File: src/rtl/seq_detect_rr_sched_if.sv
// Bus bundle between the serial front-end channels and the shared 11011 detector.
// The front end drives the master side; the scheduler implements the slave side.
interface seq_detect_rr_sched_if #(
   parameter int NCH  = 4,
   parameter int CHW  = 2,
   parameter int CNTW = 8
);
   logic                i_enable;
   logic [NCH-1:0]      i_req;
   logic [NCH-1:0]      i_din;
   logic [NCH-1:0]      i_chan_clr;
   logic [NCH-1:0]      o_gnt;
   logic                o_match;
   logic [CHW-1:0]      o_match_ch;
   logic [CNTW-1:0]     o_match_total;
   logic [3*NCH-1:0]    o_ch_state;

   modport master (
      output i_enable, i_req, i_din, i_chan_clr,
      input  o_gnt, o_match, o_match_ch, o_match_total, o_ch_state
   );

   modport slave (
      input  i_enable, i_req, i_din, i_chan_clr,
      output o_gnt, o_match, o_match_ch, o_match_total, o_ch_state
   );
endinterface

File: src/rtl/seq_detect_rr_sched.sv
// Round-robin scheduler sharing one overlapping 11011 Mealy detector among NCH
// serial channels; each channel keeps its own saved 3-bit detector state.
module seq_detect_rr_sched #(
   parameter int NCH  = 4,
   parameter int CHW  = 2,
   parameter int CNTW = 8
) (
   input  logic                 i_clk,
   input  logic                 i_clear,
   seq_detect_rr_sched_if.slave bus
);

   localparam logic [2:0] S0 = 3'd0;
   localparam logic [2:0] S1 = 3'd1;
   localparam logic [2:0] S2 = 3'd2;
   localparam logic [2:0] S3 = 3'd3;
   localparam logic [2:0] S4 = 3'd4;

   logic [2:0]      r_state [NCH];
   logic [CHW-1:0]  r_ptr;
   logic            r_match;
   logic [CHW-1:0]  r_match_ch;
   logic [CNTW-1:0] r_total;

   logic [NCH-1:0]  w_elig;
   logic            w_grant_any;
   logic [CHW-1:0]  w_grant_idx;
   logic [NCH-1:0]  w_gnt;
   logic [2:0]      w_cur;
   logic            w_bit;
   logic [2:0]      w_next;
   logic            w_hit;
   logic [3*NCH-1:0] w_ch_state;

   // A channel being cleared this cycle is not allowed to consume its bit.
   assign w_elig = i_clear ? '0 : ({NCH{bus.i_enable}} & bus.i_req & ~bus.i_chan_clr);

   // Search ptr+1, ptr+2, ... with wrap; the first eligible channel wins.
   always_comb begin
      // NOTE: every comb output gets a default first so no path leaves it unassigned (no latch).
      w_grant_any = 1'b0;
      w_grant_idx = '0;
      for (int k = 1; k <= NCH; k++) begin
         if (!w_grant_any && w_elig[(int'(r_ptr) + k) % NCH]) begin
            w_grant_any = 1'b1;
            w_grant_idx = CHW'((int'(r_ptr) + k) % NCH);
         end
      end
      w_gnt = w_grant_any ? (NCH'(1) << w_grant_idx) : '0;
   end

   assign w_cur = r_state[w_grant_idx];
   assign w_bit = bus.i_din[w_grant_idx];

   always_comb begin
      w_next = S0;
      w_hit  = 1'b0;
      case (w_cur)
         S0: w_next = w_bit ? S1 : S0;
         S1: w_next = w_bit ? S2 : S0;
         S2: w_next = w_bit ? S2 : S3;
         S3: w_next = w_bit ? S4 : S0;
         S4: begin
            // Overlap: the trailing "11" of a match is the start of the next one.
            w_next = w_bit ? S2 : S0;
            w_hit  = w_bit;
         end
         default: w_next = S0;
      endcase
   end

   always_ff @(posedge i_clk) begin
      if (i_clear) begin
         // NOTE: the per-channel state array is small register storage, so it is reset explicitly.
         for (int i = 0; i < NCH; i++) r_state[i] <= S0;
         r_ptr      <= CHW'(NCH - 1);
         r_match    <= 1'b0;
         r_match_ch <= '0;
         r_total    <= '0;
      end else begin
         // NOTE: non-blocking assignments so every register samples pre-edge values.
         for (int i = 0; i < NCH; i++) begin
            if (bus.i_chan_clr[i])
               r_state[i] <= S0;
            else if (w_grant_any && (w_grant_idx == CHW'(i)))
               r_state[i] <= w_next;
         end
         r_match <= w_grant_any & w_hit;
         if (w_grant_any) begin
            r_ptr      <= w_grant_idx;
            r_match_ch <= w_grant_idx;
         end
         if (w_grant_any && w_hit && (r_total != {CNTW{1'b1}}))
            r_total <= r_total + 1'b1;
      end
   end

   always_comb begin
      w_ch_state = '0;
      for (int i = 0; i < NCH; i++) w_ch_state[3*i +: 3] = r_state[i];
   end

   assign bus.o_gnt         = w_gnt;
   assign bus.o_match       = r_match;
   assign bus.o_match_ch    = r_match_ch;
   assign bus.o_match_total = r_total;
   assign bus.o_ch_state    = w_ch_state;

endmodule

File: src/flat_wrapper.sv
// flat-port wrapper written by rule: the top's interface ports become plain ports
module seq_detect_rr_sched_flat 
#(
   parameter int NCH  = 4,
   parameter int CHW  = 2,
   parameter int CNTW = 8
)
  (i_clk, i_clear, bus_i_enable, bus_i_req, bus_i_din, bus_i_chan_clr, bus_o_gnt, bus_o_match, bus_o_match_ch, bus_o_match_total, bus_o_ch_state);
  seq_detect_rr_sched_if #(.NCH(NCH), .CHW(CHW), .CNTW(CNTW)) bus_i ();
  input  logic i_clk;
  input  logic i_clear;
  input wire logic [$bits(bus_i.i_enable)-1:0] bus_i_enable;
  input wire logic [$bits(bus_i.i_req)-1:0] bus_i_req;
  input wire logic [$bits(bus_i.i_din)-1:0] bus_i_din;
  input wire logic [$bits(bus_i.i_chan_clr)-1:0] bus_i_chan_clr;
  output wire logic [$bits(bus_i.o_gnt)-1:0] bus_o_gnt;
  output wire logic [$bits(bus_i.o_match)-1:0] bus_o_match;
  output wire logic [$bits(bus_i.o_match_ch)-1:0] bus_o_match_ch;
  output wire logic [$bits(bus_i.o_match_total)-1:0] bus_o_match_total;
  output wire logic [$bits(bus_i.o_ch_state)-1:0] bus_o_ch_state;
  assign bus_i.i_enable = bus_i_enable;
  assign bus_i.i_req = bus_i_req;
  assign bus_i.i_din = bus_i_din;
  assign bus_i.i_chan_clr = bus_i_chan_clr;
  assign bus_o_gnt = bus_i.o_gnt;
  assign bus_o_match = bus_i.o_match;
  assign bus_o_match_ch = bus_i.o_match_ch;
  assign bus_o_match_total = bus_i.o_match_total;
  assign bus_o_ch_state = bus_i.o_ch_state;
  seq_detect_rr_sched #(.NCH(NCH), .CHW(CHW), .CNTW(CNTW)) u_core (.i_clk(i_clk), .i_clear(i_clear), .bus(bus_i));
endmodule
File: config.mk
export PLATFORM = sky130hd
export DESIGN_NAME = seq_detect_rr_sched_flat
export DESIGN_NICKNAME = d
export VERILOG_FILES = /design/src/rtl/seq_detect_rr_sched_if.sv /design/src/rtl/seq_detect_rr_sched.sv /design/src/flat_wrapper.sv
export SDC_FILE = /design/constraint.sdc
export NUM_CORES = 1
export LEC_CHECK = 0
export BUFFER_PORTS_ARGS = -buffer_cell sky130_fd_sc_hd__buf_2
export CORE_MARGIN = 1.5
export CORE_UTILIZATION = 46
export CTS_CLUSTER_SIZE = 14
export DETAILED_ROUTE_END_ITERATION = 8
export HOLD_SLACK_MARGIN = 0.08
export PLACE_DENSITY_LB_ADDON = 0.12
export SLEW_MARGIN = 20
export SYNTH_ARGS = -nofsm -noshare
export SYNTH_HDL_FRONTEND = slang
export SYNTH_SLANG_ARGS = --single-unit
File: constraint.sdc
create_clock -name i_clk -period 2.3 [get_ports i_clk]
set_input_delay 0.115 -clock i_clk [delete_from_list [all_inputs] [get_ports i_clk]]
set_output_delay 0.115 -clock i_clk [all_outputs]
set_load 0.03 [all_outputs]
; Yosys cells after proc, flatten, opt, wreduce, memory -nomap -nowiden
; Memory sizes are Yosys's and may differ from the RTL's.
; Cells that the tools add are included.
[word_totals]
regBits = 13
latch_bits = 0
mem_bits_rw = 12
rom_bits = 0
inputBits = 15
elab_cells = 127
mem_count = 1
[mem_list]
columns = memory, words, word_bits, read_ports, rd_ports_with_merged_regs, wr, line_no
row1 = u_core.r_state, 4, 3, 5, 0, 4, seq_detect_rr_sched.sv:19  ; logic [2:0] r_state [NCH];
[op_classes]
n_addsub = 5
n_mul = 0
n_div = 0
n_lt_le_gt_ge = 5
n_eq_ne = 8
shifts = 1
n_mux = 68
bitwise_logic = 16
n_reduce_logical = 19
[op_table]
columns = operator, n
row1 = 1-bit two-way mux, 46
row2 = 3-bit two-way mux, 9
row3 = "3-bit by 4-bit < comparator with 1-bit output, second input constant", 4
row4 = 3-bit case mux with 4 select lines, 1
row5 = 1-bit binary-select mux with 2-bit select, 5
row6 = 2-bit two-way mux, 5
row7 = 2-bit OR reduction, 5
row8 = 1-bit logical AND, 9
row9 = "8-bit by 1-bit adder with 8-bit output, second input constant", 1
row10 = 4-bit bitwise AND, 2
row11 = 4-bit two-way mux, 2
row12 = "8-bit inequality test, second input constant", 1
row13 = 1-bit OR, 8
row14 = "3-bit by 2-bit equality test with 1-bit output, second input constant", 2
row15 = "2-bit by 1-bit adder with 2-bit output, second input constant", 2
row16 = "2-bit adder, second input constant", 2
row17 = "1-bit bitwise AND, first input constant", 4
row18 = "2-bit equality test, second input constant", 2
row19 = 4-bit inverter, 1
row20 = "1-bit by 2-bit left shift with 4-bit output, first input constant", 1
row21 = "3-bit by 1-bit equality test with 1-bit output, second input constant", 1
row22 = "3-bit equality test, second input constant", 1
row23 = 1-bit logical NOT, 3
row24 = 3-bit logical NOT, 1
row25 = other kinds (4), 4

; Logic depth before layout (Yosys ltp)
[logic_depth]
depth_word = 23
ltp_mapped = 12
ltp_nobuf = 9

; Worst setup path after synthesis
; No wires, ideal clock.
[synth_path]
path_kind = flip-flop to flip-flop
start = register u_core.r_ptr[1]
end = memory u_core.r_state[2][1], data pin
setup_ns = 0.266
arrival_time_ns = 1.938
required_time_ns = 2.034
path_slack_ns = 0.096
stages_incl_launch_ff = 10
path_buffers = 1
path_cell_list = dfxtp_1 -> and2b_1 -> nand2_1 -> a31o_1 -> buf_6 -> a31oi_1 -> a22oi_1 -> and3_1 -> o31ai_2 -> nor2_1
[synth_rtl]
columns = item, line_no
row1 = from (decl), seq_detect_rr_sched.sv:20  ; logic [CHW-1:0] r_ptr;
row2 = from (signal assigned), seq_detect_rr_sched.sv:76  ; r_ptr <= CHW'(NCH - 1);
row3 = from (signal assigned), seq_detect_rr_sched.sv:90  ; r_ptr <= w_grant_idx;
row4 = to (decl), seq_detect_rr_sched.sv:19

==> results.json <==
{
  "status": "finished with violations",
  "violations": "negative setup slack",
  "min_period_ns": 2.43,
  "crit_chain": "and2b_1 -> a22oi_2 -> buf_4 -> and2_4 -> nand3_1 -> a32oi_2 -> xnor2_2 -> or3_4 -> nor2_2",
  "async_flop_share_pct": 0,
  "track_usage_pct": 24.0,
  "clockBufferDepth": 2,
  "numCtsBuffers": 3,
  "areaGrowthSynthToFinish_pct": 43.3,
  "drtIter0Drc": 72,
  "wire_per_inst_um": 16.2,
  "path_depth": 9,
  "initial_core_util_pct": 48.5,
  "drive_above_1_share_pct": 51.8,
  "synth.yosys.seq_area_share_pct": 41.5,
  "place.gp.congestion": 0.887,
  "synth_area_leaders": "edfxtp_1 (24%), dfxtp_1 (17%), nor2_1 (4.5%)",
  "ys_ff_latch": 25,
  "power.density_nw_per_um2": 481,
  "arrival_ns": 2.62,
  "synth_top_cell_area_share_pct": 24.1,
  "reg2regPathDepth": 9,
  "path_buf_inv": 1,
  "yosys_warnings": 0,
  "drv_slew": 0,
  "synth_most_common_cell": "nor2_1",
  "clk_latency_ns": 0.34,
  "coreArea_um2": 3080,
  "tightest_slew_ns": 0.504,
  "hp-class": "primary input to flop",
  "gr-total-overflow": 0,
  "post-route-cell-area_um2": 2140,
  "leakage_nw": 0.874,
  "grt_setup_unrepaired": "true",
  "yosysTopAreaCell": "edfxtp_1",
  "io_pins": 42,
  "synth_area_um2": 1490,
  "drc_errors": 0,
  "crit_family": "simple AND/OR/NAND/NOR gates",
  "numPortBuffers": 41,
  "startpoint": "u_core.r_ptr[0]$_SDFFE_PP1P_",
  "setup.worst_path.end": "u_core.r_state[2][0]$_SDFFCE_PN0P_",
  "first_pass_iters": 4,
  "clockRootBuffer": "clkbuf_4",
  "synth_common_cells": "nor2_1 (18), dfxtp_1 (13), edfxtp_1 (12), nand2_1 (12)",
  "max_freq_mhz": 412,
  "rrSetupSlack_ns": -0.13,
  "path_clk_slew_ns": 0.15,
  "worst_path_max_delay_cell": "or3_4",
  "post-route-period-util_pct": 106,
  "clock-sinks": 25,
  "hold_ws_ns": 0.180,
  "avgViaCountPerCell": 5.84,
  "routed_wl_um": 4400,
  "synth_edf_count": 12,
  "synthCells": 162,
  "dp_hpwl_um": 3040,
  "place_area_um2": 1870,
  "p_total_mw": 1.03,
  "critPathLaunchType": "flop",
  "cpPeakStageDelay_ns": 0.44,
  "final_util_pct": 69.6,
  "antenna_cells": 0,
  "ant_nets": 0,
  "grt_pass1_vias": 1399,
  "rr_startpoint": "u_core.r_ptr[0]$_SDFFE_PP1P_",
  "grt_pass1_wl_um": 6450,
  "path_max_fanout": 4,
  "crit_type": "flop to flop",
  "final_nets": 245,
  "setup_tns_ns": -1.16,
  "cts_tree": "yes",
  "peakVddDrop_mv": 0.314,
  "die_y_um": 60.0,
  "finalSetupViolations": 15,
  "drv_cap": 0,
  "vias": 1589,
  "cp-end-kind": "flop",
  "die_x_um": 60.0,
  "h-tree-depth": 1,
  "grt_max_degree": 16,
  "rows": 20,
  "die_area_um2": 3600,
  "synth.distinct_cells": 48,
  "antenna_found_initial": 0,
  "hold_viol_final": 0,
  "synth_fp_nets": 178,
  "relSlewSlack_pct": 66.4,
  "critPathRequiredTime_ns": 2.49,
  "r2r-end": "u_core.r_state[2][0]$_SDFFCE_PN0P_",
  "synth.avg_cell_area_um2": 9.22,
  "clock-skew-final_ns": 0.0140,
  "synth_flop_cell": "dfxtp_1",
  "setup_slack_ns": -0.127
}
-- tightest hold or removal path: cells and delay by family --
kind,cells,cell delay (ns)
buffers and inverters,2,0.33
AO/OA/AOI/OAI,1,0.05
-- routing by layer --
metal  track usage (%)  vias to the layer above  wire length (µm)
met5                 0                        -                 0
met4              10.2                        0                96
met2              37.6                       56              2220
li1                  -                      758                 -
met1              33.2                      764              1860
met3              2.81                       11               218
-- registers in the layout (all words and copies together) (netlist names) --
register and flops:
u_core.bus.o_match_ch 2, u_core.r_ptr 2, u_core.r_state 12, u_core.bus.o_match 1, u_core.bus.o_match_total 8
-- through the flow --
stage                     std cells  setup slack, ns
after floorplan                 162           0.0957
after global placement          263           -0.104
after detailed placement        263           -0.163
after CTS                       269          -0.0161
after global routing            272           -0.212
final                           272           -0.127
-- cells in the final DEF (no fill, tap or decap), types with 2 or more instances in the layout --
cell type | Yosys | final
nor2_2 | 1 | 6
a31oi_1 | 7 | 4
o21ai_1 | 2 | 7
nand3_1 | 8 | 7
a31o_2 | 1 | 2
clkbuf_4 | 0 | 5
a21oi_1 | 9 | 8
dfxtp_2 | 0 | 2
o31ai_2 | 1 | 2
nand2_2 | 1 | 4
a211o_1 | 2 | 2
buf_4 | 2 | 22
a31oi_2 | 0 | 2
buf_2 | 0 | 38
a32o_2 | 0 | 2
inv_1 | 6 | 5
and4bb_4 | 2 | 2
a32o_1 | 4 | 2
nor2_1 | 18 | 13
or3_4 | 0 | 2
inv_2 | 1 | 2
edfxtp_1 | 12 | 12
or3_1 | 7 | 5
a32oi_2 | 2 | 3
and2_4 | 0 | 2
nor2b_1 | 6 | 6
o21ai_0 | 9 | 3
dfxtp_1 | 13 | 11
nand2_1 | 12 | 8
buf_6 | 3 | 6
-- how the worst min path moves through the flow --
stage / from / end / cells after the start
after CTS: i_clear / u_core.bus.o_match_total[4]$_SDFFE_PP0P_ / 3
final: i_clear / u_core.bus.o_match_total[4]$_SDFFE_PP0P_ / 3
after global routing: i_clear / u_core.bus.o_match_total[4]$_SDFFE_PP0P_ / 3
after floorplan: i_clear / u_core.r_ptr[0]$_SDFFE_PP1P_ / 2
after detailed placement: u_core.bus.o_match_ch[1]$_SDFFE_PP0P_ / u_core.bus.o_match_ch[1]$_SDFFE_PP0P_ / 2
after global placement: u_core.bus.o_match_ch[1]$_SDFFE_PP0P_ / u_core.bus.o_match_ch[1]$_SDFFE_PP0P_ / 2
-- repair_timing --
item | in CTS | in global routing
cloned | 1 | 0
resized for setup | 12 | 45
hold buffers | 0 | 0
setup buffers | 1 | 3
endpoints found under the setup margin | 17 | 21
pin swaps | 1 | 16
-- area by class of cell --
type	count	area, µm²
multi-input combinational	124	970
fill	264	937
clock inverter	1	6.26
sequential	25	623
timing repair buffer	68	438
tap	44	55.1
clock buffer	3	22.5
inverter	7	26.3
-- logic make-up (layout without fill, tap and decap cells) --
logic type               after synthesis  after routing  share of synthesized area (%)
AND/OR/NAND/NOR                       69             70                           25.3
AO/OA/AOI/OAI                         51             51                           25.5
flip-flops                            25             25                           41.5
buffers and inverters                 14             79                           5.53
adder cells (fa/ha/maj)                1              1                          0.837
XOR/XNOR                               1              1                          0.586
multiplexers                           1              1                          0.754
-- power breakdown --
part           total [mW]  leakage, nW  switching, mW  internal [mW]
logic               0.313        0.617          0.184          0.130
clock network       0.214       0.0183          0.146         0.0680
registers           0.502        0.239         0.0129          0.489
total                1.03        0.874          0.342          0.687
No activity file was read; power rests on OpenSTA's default activity.
